File: src/rtl/coherence_pkg.sv
// Shared definitions for the two-core MSI coherence bus: bus request
// encodings, MSI line states and the bus controller state type.
package coherence_pkg;

  // Bus request kinds, as driven by a core and broadcast to its peer.
  localparam logic [1:0] BUS_INVALIDATE = 2'b00;
  localparam logic [1:0] BUS_WRITE_MISS = 2'b01;
  localparam logic [1:0] BUS_READ_MISS  = 2'b10;
  localparam logic [1:0] BUS_IDLE       = 2'b11;

  // MSI cache line states.
  localparam logic [1:0] I = 2'b00;
  localparam logic [1:0] S = 2'b01;
  localparam logic [1:0] M = 2'b10;

  // Bus controller transaction states.
  typedef enum logic [2:0] {
    IDLE  = 3'd0,
    SNOOP = 3'd1,
    WB    = 3'd2,
    MEM   = 3'd3,
    DONE  = 3'd4
  } bus_state_t;

endpackage

File: src/rtl/main_mem.sv
// 16x32 main memory: synchronous write with synchronous clear on reset,
// combinational read.
module main_mem (
  input  logic        i_clk,
  input  logic        i_rst,
  input  logic        i_we,
  input  logic [3:0]  i_waddr,
  input  logic [31:0] i_wdata,
  input  logic [3:0]  i_raddr,
  output logic [31:0] o_rdata
);

  logic [31:0] r_mem [16];

  // Clear every word on reset, otherwise perform the single write port.
  always_ff @(posedge i_clk) begin
    if (i_rst) begin
      for (int k = 0; k < 16; k++) r_mem[k] <= '0;
    end else if (i_we) begin
      r_mem[i_waddr] <= i_wdata;
    end
  end

  assign o_rdata = r_mem[i_raddr];

endmodule

File: src/rtl/snoop_bus_ctrl.sv
// Shared coherence bus and main-memory controller for two MSI cores.
// Round-robin arbitration of one request per core, snoop broadcast to the
// peer, write-backs (requester victim first, then snooper), and a fill
// either from the aborting snooper or from main memory.
//
// Handshake: a core presents req_kind != BUS_IDLE and holds it (with its
// address and victim data) until it sees its one-cycle done pulse; the fill
// outputs are valid only in that done cycle. Snooper responses are sampled
// during the single SNOOP cycle in which snoop_kind is non-idle for it.
module snoop_bus_ctrl
  import coherence_pkg::*;
#(
  parameter int MEM_LATENCY = 3
) (
  input  logic        clk,
  input  logic        rst,
  input  logic [3:0]  req_kind,
  input  logic [7:0]  req_addr,
  input  logic [1:0]  cpu_wb,
  input  logic [7:0]  cpu_wb_addr,
  input  logic [63:0] cpu_wb_data,
  output logic [3:0]  snoop_kind,
  output logic [7:0]  snoop_addr,
  input  logic [1:0]  snoop_abort,
  input  logic [63:0] snoop_data,
  input  logic [1:0]  bus_wb,
  input  logic [7:0]  bus_wb_addr,
  input  logic [63:0] bus_wb_data,
  output logic [1:0]  done,
  output logic [31:0] fill_data,
  output logic        fill_from_cache,
  output logic [2:0]  dbg_state
);

  localparam logic [3:0] LAT_LAST = 4'(MEM_LATENCY - 1);

  bus_state_t  r_state;
  logic        r_req;
  logic [1:0]  r_kind;
  logic [3:0]  r_addr;
  logic        r_cpu_wb;
  logic [3:0]  r_cpu_wb_addr;
  logic [31:0] r_cpu_wb_data;
  logic        r_abort;
  logic [31:0] r_snoop_data;
  logic        r_bus_wb;
  logic [3:0]  r_bus_wb_addr;
  logic [31:0] r_bus_wb_data;
  logic [3:0]  r_cnt;
  logic        r_last_grant;
  logic [1:0]  r_mask;
  logic [3:0]  r_snoop_kind;
  logic [7:0]  r_snoop_addr;
  logic [1:0]  r_done;
  logic [31:0] r_fill_data;
  logic        r_fill_from_cache;

  // Arbitration: a core just served is masked for one IDLE cycle.
  logic [1:0]  w_elig;
  logic        w_gnt_id;
  logic        w_oth;
  assign w_elig[0] = (req_kind[1:0] != BUS_IDLE) && !r_mask[0];
  assign w_elig[1] = (req_kind[3:2] != BUS_IDLE) && !r_mask[1];
  assign w_gnt_id  = (w_elig == 2'b11) ? ~r_last_grant : w_elig[1];
  assign w_oth     = ~r_req;

  // Requester-side fields of the granted core.
  logic [1:0]  w_kind_g;
  logic [3:0]  w_addr_g;
  logic        w_cwb_g;
  logic [3:0]  w_cwb_addr_g;
  logic [31:0] w_cwb_data_g;
  assign w_kind_g     = w_gnt_id ? req_kind[3:2]      : req_kind[1:0];
  assign w_addr_g     = w_gnt_id ? req_addr[7:4]      : req_addr[3:0];
  assign w_cwb_g      = w_gnt_id ? cpu_wb[1]          : cpu_wb[0];
  assign w_cwb_addr_g = w_gnt_id ? cpu_wb_addr[7:4]   : cpu_wb_addr[3:0];
  assign w_cwb_data_g = w_gnt_id ? cpu_wb_data[63:32] : cpu_wb_data[31:0];

  // Snooper-side response of the non-requesting core.
  logic        w_s_abort;
  logic [31:0] w_s_data;
  logic        w_s_wb;
  logic [3:0]  w_s_wb_addr;
  logic [31:0] w_s_wb_data;
  assign w_s_abort   = w_oth ? snoop_abort[1]      : snoop_abort[0];
  assign w_s_data    = w_oth ? snoop_data[63:32]   : snoop_data[31:0];
  assign w_s_wb      = w_oth ? bus_wb[1]           : bus_wb[0];
  assign w_s_wb_addr = w_oth ? bus_wb_addr[7:4]    : bus_wb_addr[3:0];
  assign w_s_wb_data = w_oth ? bus_wb_data[63:32]  : bus_wb_data[31:0];

  // One write-back per WB cycle; the requester victim goes first so a
  // same-address snooper write-back lands last and wins.
  logic        w_mem_we;
  logic [3:0]  w_mem_waddr;
  logic [31:0] w_mem_wdata;
  logic [31:0] w_mem_rdata;
  logic        w_is_inv;
  assign w_mem_we    = (r_state == WB) && (r_cpu_wb || r_bus_wb);
  assign w_mem_waddr = r_cpu_wb ? r_cpu_wb_addr : r_bus_wb_addr;
  assign w_mem_wdata = r_cpu_wb ? r_cpu_wb_data : r_bus_wb_data;
  assign w_is_inv    = (r_kind == BUS_INVALIDATE);

  main_mem u_mem (
    .i_clk   (clk),
    .i_rst   (rst),
    .i_we    (w_mem_we),
    .i_waddr (w_mem_waddr),
    .i_wdata (w_mem_wdata),
    .i_raddr (r_addr),
    .o_rdata (w_mem_rdata)
  );

  // Transaction FSM with registered bus, done and fill outputs.
  always_ff @(posedge clk) begin
    if (rst) begin
      r_state           <= IDLE;
      r_req             <= 1'b0;
      r_kind            <= BUS_IDLE;
      r_addr            <= '0;
      r_cpu_wb          <= 1'b0;
      r_cpu_wb_addr     <= '0;
      r_cpu_wb_data     <= '0;
      r_abort           <= 1'b0;
      r_snoop_data      <= '0;
      r_bus_wb          <= 1'b0;
      r_bus_wb_addr     <= '0;
      r_bus_wb_data     <= '0;
      r_cnt             <= '0;
      r_last_grant      <= 1'b1;
      r_mask            <= 2'b00;
      r_snoop_kind      <= {BUS_IDLE, BUS_IDLE};
      r_snoop_addr      <= '0;
      r_done            <= 2'b00;
      r_fill_data       <= '0;
      r_fill_from_cache <= 1'b0;
    end else begin
      r_done <= 2'b00;
      r_mask <= 2'b00;
      case (r_state)
        IDLE: begin
          if (|w_elig) begin
            r_req         <= w_gnt_id;
            r_kind        <= w_kind_g;
            r_addr        <= w_addr_g;
            r_cpu_wb      <= w_cwb_g;
            r_cpu_wb_addr <= w_cwb_addr_g;
            r_cpu_wb_data <= w_cwb_data_g;
            r_snoop_kind  <= w_gnt_id ? {BUS_IDLE, w_kind_g} : {w_kind_g, BUS_IDLE};
            r_snoop_addr  <= w_gnt_id ? {4'h0, w_addr_g} : {w_addr_g, 4'h0};
            r_state       <= SNOOP;
          end
        end
        SNOOP: begin
          r_abort       <= w_s_abort;
          r_snoop_data  <= w_s_data;
          r_bus_wb      <= w_s_wb;
          r_bus_wb_addr <= w_s_wb_addr;
          r_bus_wb_data <= w_s_wb_data;
          r_snoop_kind  <= {BUS_IDLE, BUS_IDLE};
          r_snoop_addr  <= '0;
          if (r_cpu_wb || w_s_wb) begin
            r_state <= WB;
          end else if (w_is_inv || w_s_abort) begin
            r_state           <= DONE;
            r_done[r_req]     <= 1'b1;
            r_fill_data       <= w_is_inv ? 32'h0 : w_s_data;
            r_fill_from_cache <= !w_is_inv;
          end else begin
            r_state <= MEM;
            r_cnt   <= '0;
          end
        end
        WB: begin
          if (r_cpu_wb) r_cpu_wb <= 1'b0;
          else          r_bus_wb <= 1'b0;
          if (!(r_cpu_wb && r_bus_wb)) begin
            if (w_is_inv || r_abort) begin
              r_state           <= DONE;
              r_done[r_req]     <= 1'b1;
              r_fill_data       <= w_is_inv ? 32'h0 : r_snoop_data;
              r_fill_from_cache <= !w_is_inv;
            end else begin
              r_state <= MEM;
              r_cnt   <= '0;
            end
          end
        end
        MEM: begin
          if (r_cnt == LAT_LAST) begin
            r_state           <= DONE;
            r_done[r_req]     <= 1'b1;
            r_fill_data       <= w_mem_rdata;
            r_fill_from_cache <= 1'b0;
          end else begin
            r_cnt <= r_cnt + 4'd1;
          end
        end
        DONE: begin
          r_last_grant <= r_req;
          r_mask       <= r_req ? 2'b10 : 2'b01;
          r_state      <= IDLE;
        end
        default: r_state <= IDLE;
      endcase
    end
  end

  assign snoop_kind      = r_snoop_kind;
  assign snoop_addr      = r_snoop_addr;
  assign done            = r_done;
  assign fill_data       = r_fill_data;
  assign fill_from_cache = r_fill_from_cache;
  assign dbg_state       = r_state;

endmodule

File: config.mk
export PLATFORM = sky130hd
export DESIGN_NAME = snoop_bus_ctrl
export DESIGN_NICKNAME = d
export VERILOG_FILES = /design/src/rtl/coherence_pkg.sv /design/src/rtl/main_mem.sv /design/src/rtl/snoop_bus_ctrl.sv
export SDC_FILE = /design/constraint.sdc
export NUM_CORES = 1
export LEC_CHECK = 0
export ABC_AREA = 0
export CAP_MARGIN = 20
export CORE_MARGIN = 1
export CORE_UTILIZATION = 40
export DETAILED_ROUTE_END_ITERATION = 8
export DONT_BUFFER_PORTS = 1
export SYNTH_ARGS = -nofsm -noshare
export SYNTH_HDL_FRONTEND = slang
export SYNTH_HIERARCHICAL = 1
export SYNTH_SLANG_ARGS = --single-unit
export TNS_END_PERCENT = 100
File: constraint.sdc
create_clock -name clk -period 4.55 [get_ports clk]
set_clock_uncertainty 0.2 [all_clocks]
set_input_delay 1.365 -clock clk [delete_from_list [all_inputs] [get_ports clk]]
set_output_delay 1.365 -clock clk [all_outputs]
set_load 0.005 [all_outputs]
* Yosys cells after proc, flatten, opt, wreduce, memory -nomap -nowiden
Memories as Yosys holds them, arrays and structs flattened. A register that Yosys moved wholly into a read port is not among the register bits.
Cells that the tools add are included.
** Word-level totals
- Memories :: 1
- Bits of input ports :: 228
- Bits in writable memories :: 512
- Output and inout port bits :: 50
- Register bits :: 171
- Logic and storage cells :: 141
** Memories
- u_mem.r_mem :: words 16, bits a word 32, read ports 1, clocked after Yosys merged registers in 1, wr ports 16, line main_mem.sv:13 : logic [31:0] r_mem [16];
** Cells by class
- $add $sub $neg :: 1
- Mux-type cells :: 69
- Bitwise logic cells :: 2
- Reduce and logical (&&, ||, !) cells :: 28
- Equality and inequality tests :: 18
- Magnitude comparators :: 2
** Operators with widths (count)
- two-way mux 32 bit :: 12
- case mux 32 bit (3 select lines) :: 1
- two-way mux 4 bit :: 14
- OR reduction 32 bit :: 1
- != test 2 bit (second input constant) :: 11
- two-way mux 1 bit :: 18
- two-way mux 3 bit :: 6
- two-way mux 8 bit :: 2
- case mux 8 bit (2 select lines) :: 1
- two-way mux 2 bit :: 7
- case mux 3 bit (4 select lines) :: 1
- case mux 4 bit (3 select lines) :: 1
- AND reduction 6 bit :: 2
- case mux 4 bit (2 select lines) :: 1
- AND reduction 2 bit :: 4
- == test 3 x 2 -> 1 bit (second input constant) :: 2
- case mux 2 bit (3 select lines) :: 1
- nonzero test 2 bit :: 3
- logical AND 1 bit :: 5
- adder 4 x 1 -> 4 bit (second input constant) :: 1
- == test 4 x 2 -> 1 bit (second input constant) :: 1
- logical OR 1 bit :: 4
- case mux 1 bit (2 select lines) :: 2
- OR reduction 2 bit :: 2
- 14 further kinds :: 17

* Depth between registers and ports, before layout
- Word-level depth :: 8
- Mapped depth :: 9
- Gate-level depth less buffers :: 7

* Modules after synthesis
Netlist, hierarchy kept.
** Modules (own cells, without submodules)
- main_mem :: instances 1, area an instance 22863.2 um^2, seq. area each 15374.7 um^2, cells an instance 1416
- snoop_bus_ctrl :: instances 1, area an instance 8700.8 um^2, seq. area each 3423.3 um^2, cells an instance 1040

* Worst setup path after synthesis
Ideal clock, no wire load.
- Path kind :: input to register
- Start :: input rst
- End :: memory u_mem.r_mem[8][0] (enable)
- Path buffers :: 1
- Required time :: 3975 ps
- Cell stages on the path :: 4
- Slack :: 1351 ps
- Arrival :: 2624 ps
- Library setup time :: 375 ps
- Cell sequence :: clkbuf_1 > nand4bb_1 > nor3_1 > or2_2
** RTL lines
- start: declaration :: line snoop_bus_ctrl.sv:16 : input logic rst,
- end: declaration :: line main_mem.sv:13

==> metrics.sh <==
MIN_PATH_CELLS=2
MAX-CLOCK-PATH-BUFFERS=3
AVGSYNTHCELLAREA_UM2=12.9
CP_DATA_ARRIVAL_TIME_NS=3.56
FINALNETCOUNT=2585
FIRST_PASS_GRT_WIRE_LENGTH_MM=127
MAX_FREQ_MHz=283
POST_CTS.RESIZED_INSTANCES=0
REPORT.FINAL.SLEW_VIOL_COUNT=0
UNREPAIRED_SETUP_ENDPOINTS_AFTER_GLOBAL_ROUTING='no'
SYNTH.FF_LATCH_COUNT=683
R2R-START='dbg_state[1]'
YS_TYPES=58
GP_CONGESTION=0.873
SLEW_AT_THE_PIN_CLOSEST_TO_ITS_MAX_SLEW_LIMIT_NS=0.999
CTS.SINK_COUNT=683
TIMING.MAX_CAP.VIOLATIONS=0
CLK_ROOT_BUFFER_CELL='sky130_fd_sc_hd__clkbuf_16'
LAYOUT_COMMONEST_CELL='sky130_fd_sc_hd__edfxtp_1'
SLEW_HEADROOM_PCT=33.4
FF2FF_SETUP_SLACK_NS=1.02
CLOCK_TREE_FROM_TRITONCTS='yes'
POSTSYNTH.ASYNCRESETSHARE_PCT=0
STATIC-LEAKAGE-POWER_nW=12.1
POST_CTS.REPAIR.SETUP_BUFFERS=0
PEAKVDDDROP_mV=0.301
WORSTHOLDENDPOINT='snoop_addr[4]'
NUMPORTBUFFERS=0
GRT_UTIL_ALL_LAYERS_PCT=20.9
CRITICAL_PATH.MAX_FANOUT=32
SYNTH_EDF_COUNT=512
IOS=278
CTS.HOLD.BUFFERS_ADDED=0
DIE_AREA_UM2=80000
H-TREE-DEPTH=3
INITIAL_DRT_PASS_ITERATIONS=7
INSERTEDDIODECOUNT=0
REMAINING_DRC_ERRORS=0
FILL_CELLS=6945
LAYOUT-DRIVE-GT1-SHARE_PCT=17.8
PLACE.DETAILED.HPWL_MM=54.7
LAYOUT.CELLS.NON_FILLER=3453
DETAIL-ROUTE-ANTENNA-NETS=0
POWER_PER_CELL_AREA_nW_PER_UM2=587
TIMING.SETUP.TNS_NS=0
ROUTED_WIRE_LENGTH_PER_INSTANCE_UM=24.7
CRITICAL_PATH.STARTPOINT_TYPE='register'
CTS_BUFFERS=75
GRT_REMAINING_OVERFLOW=0
FIRST_GLOBAL_VIAS=19700
POSTSYNTH.TOPFLOPCELL='sky130_fd_sc_hd__edfxtp_1'
FINAL_MIN_PERIOD_OVER_CLOCK_PERIOD_PCT=77.6
CHIP_WIDTH_UM=283
TIMING.HOLD.WORST.CLASS='register to register'
PLACEABLECOREAREA_UM2=77700
R2R_END='u_mem/r_mem[0][1]'
FLOORPLAN.INITIALDENSITY_PCT=40.6
CLOCK_LATENCY_NS=0.62
PLACED_CELLS_INCL_TAPS=3318
OUTCOME='finished, final reports clean'
FINALSETUPVIOLCOUNT=0
DRT_ITER0_DRC=1527
MAXIMUM_NUMBER_OF_PINS_ON_ONE_NET_BEFORE_GLOBAL_ROUTE_REPAIR=190
TIMING_WORST_SETUP_PATH_TYPE='register to register'
ROUTED_WIRELENGTH_MM=85.2
REG2REG_DEPTH=6
AREA.GROWTH.SYNTH_TO_FINAL_PCT=10.5
SYN_INST=2456
TOTAL_NUMBER_OF_PLACEMENT_ROWS=102
CRIT_PATH_REQUIRED_TIME_NS=4.58
MOST-COMMON-LAYOUT-CELLS='512 x sky130_fd_sc_hd__edfxtp_1, 501 x sky130_fd_sc_hd__and2_1, 166 x sky130_fd_sc_hd__dfxtp_1'
VIA_COUNT=19600
YS_WARN_COUNT=6
SEQ_AREA_FRAC_SYNTH_PCT=59.6
MIN_PERIOD_NS=3.53
SYN_NETS=2686
WORSTSETUPENDPOINTTYPE='register'
FINAL_HOLD_VIOLS=0
FLOORPLAN_DIE_HEIGHT_UM=283
CTS.REPORTEDPATHS.CLKPINSLEW_NS=0.06
STARTPOINT_OF_THE_TIGHTEST_HOLD_CHECK_PATH='snoop_addr[4]'
MAPPED_AREA_UM2=31600
VIA_TO_CELL_RATIO=5.67
ANTENNA_FOUND_INITIAL=0
-- report_power, final --
group	leakage [nW]	switching [mW]	internal [mW]
combinational	4.25	4.31	2.24
sequential	6.70	0.559	7.43
clock	1.18	2.50	3.43
total	12.1	7.36	13.1
-- kinds of logic (layout without fill, tap and decap cells) --
logic type / after synthesis / count (layout) / synth area share (%)
and+or+nand+nor: 913 / 913 / 15.8
DFF: 683 / 683 / 59.6
AOI/OAI and AO/OA: 385 / 385 / 8.72
muxes: 238 / 238 / 12.8
buffers and inverters: 235 / 192 / 3.07
adders and majority gates: 2 / 2 / 0.0793
-- worst max-delay path by stage --
stage,start,end,slack (ns),cells past startpoint
floorplan,rst,u_mem/r_mem[8][0],1.35,4
global placement,rst,u_mem/r_mem[4][18],0.98,4
detailed placement,rst,u_mem/r_mem[4][15],0.98,4
CTS,dbg_state[1],u_mem/r_mem[0][10],1.01,6
global route,dbg_state[1],u_mem/r_mem[4][11],0.80,7
finish,dbg_state[1],u_mem/r_mem[0][1],1.02,6
-- final cells by class --
cell class | count | area (um^2) | share of cell area [%]
well taps | 1040 | 1300 | 3.73
repair buffers | 54 | 468 | 1.34
inverters | 3 | 11.3 | 0.0323
flip-flops and latches | 683 | 18800 | 53.9
multi-input cells | 1538 | 11900 | 34.1
clock inverters | 29 | 234 | 0.671
clock buffers | 106 | 2160 | 6.19
-- through the flow --
| stage | hold slack, ns | cell area (um^2) | worst slack, ns | util (%) | total power [mW] |
|---|---|---|---|---|---|
| 2_1_floorplan | 0.249 | 31600 | 1.35 | - | 12.4 |
| 3_3_place_gp | 0.262 | 32500 | 0.984 | 41.8 | 14.6 |
| 4_1_cts | 0.282 | 34900 | 1.01 | 44.9 | 20.6 |
| 6_report | 0.282 | 34900 | 1.02 | 44.9 | 20.5 |
| 5_1_grt | 0.305 | 34900 | 0.798 | 44.9 | 21.3 |
| 3_5_place_dp | 0.274 | 32500 | 0.982 | 41.8 | 14.7 |
-- registers in the layout (all words and copies together), names as in the netlist, 2 cells and up --
signal         cells
r_kind             2
r_bus_wb_data     32
snoop_kind         4
r_cnt              4
r_mask             2
r_snoop_data      32
snoop_addr         8
fill_data         32
r_addr             4
r_cpu_wb_data     32
r_bus_wb_addr      4
done               2
r_cpu_wb_addr      4
dbg_state          3
u_mem/r_mem      512
-- synth_stat cells, drive strengths merged, types with 3 or more instances --
library cell | count | share of area, %
and2 | 513 | 10
edfxtp | 512 | 49
clkbuf | 176 | 2.1
dfxtp | 171 | 11
nand2 | 165 | 2.0
nor2 | 136 | 1.7
o21ai | 134 | 2.1
mux4 | 128 | 9.1
a211oi | 103 | 2.9
mux2i | 71 | 2.3
a22oi | 64 | 1.5
buf | 56 | 0.91
nor3 | 44 | 0.73
a311oi | 42 | 1.2
mux2 | 39 | 1.4
a21oi | 17 | 0.27
or2 | 17 | 0.34
nand3 | 14 | 0.22
nand2b | 5 | 0.099
nor3b | 5 | 0.15
nor2b | 4 | 0.079
a31oi | 3 | 0.059
inv | 3 | 0.036
-- metal layers --
layer | vias up | GRT usage (%) | wire length [um]
met3 | 132 | 3.31 | 4570
li1 | 8790 | - | -
met4 | 0 | 7.21 | 2670
met2 | 658 | 34.9 | 41900
met1 | 10000 | 27.6 | 36100
met5 | - | 0 | 0
-- worst max-delay path, cell delays in order, from the launching register on --
cell,delay (ns)
sky130_fd_sc_hd__dfxtp_1,0.66
sky130_fd_sc_hd__nor3b_2,0.26
sky130_fd_sc_hd__buf_4,0.17
sky130_fd_sc_hd__o21a_1,0.32
sky130_fd_sc_hd__or4b_4,0.59
sky130_fd_sc_hd__nor3_4,0.15
sky130_fd_sc_hd__or2_2,0.76
(Power assumes the default switching activity.)
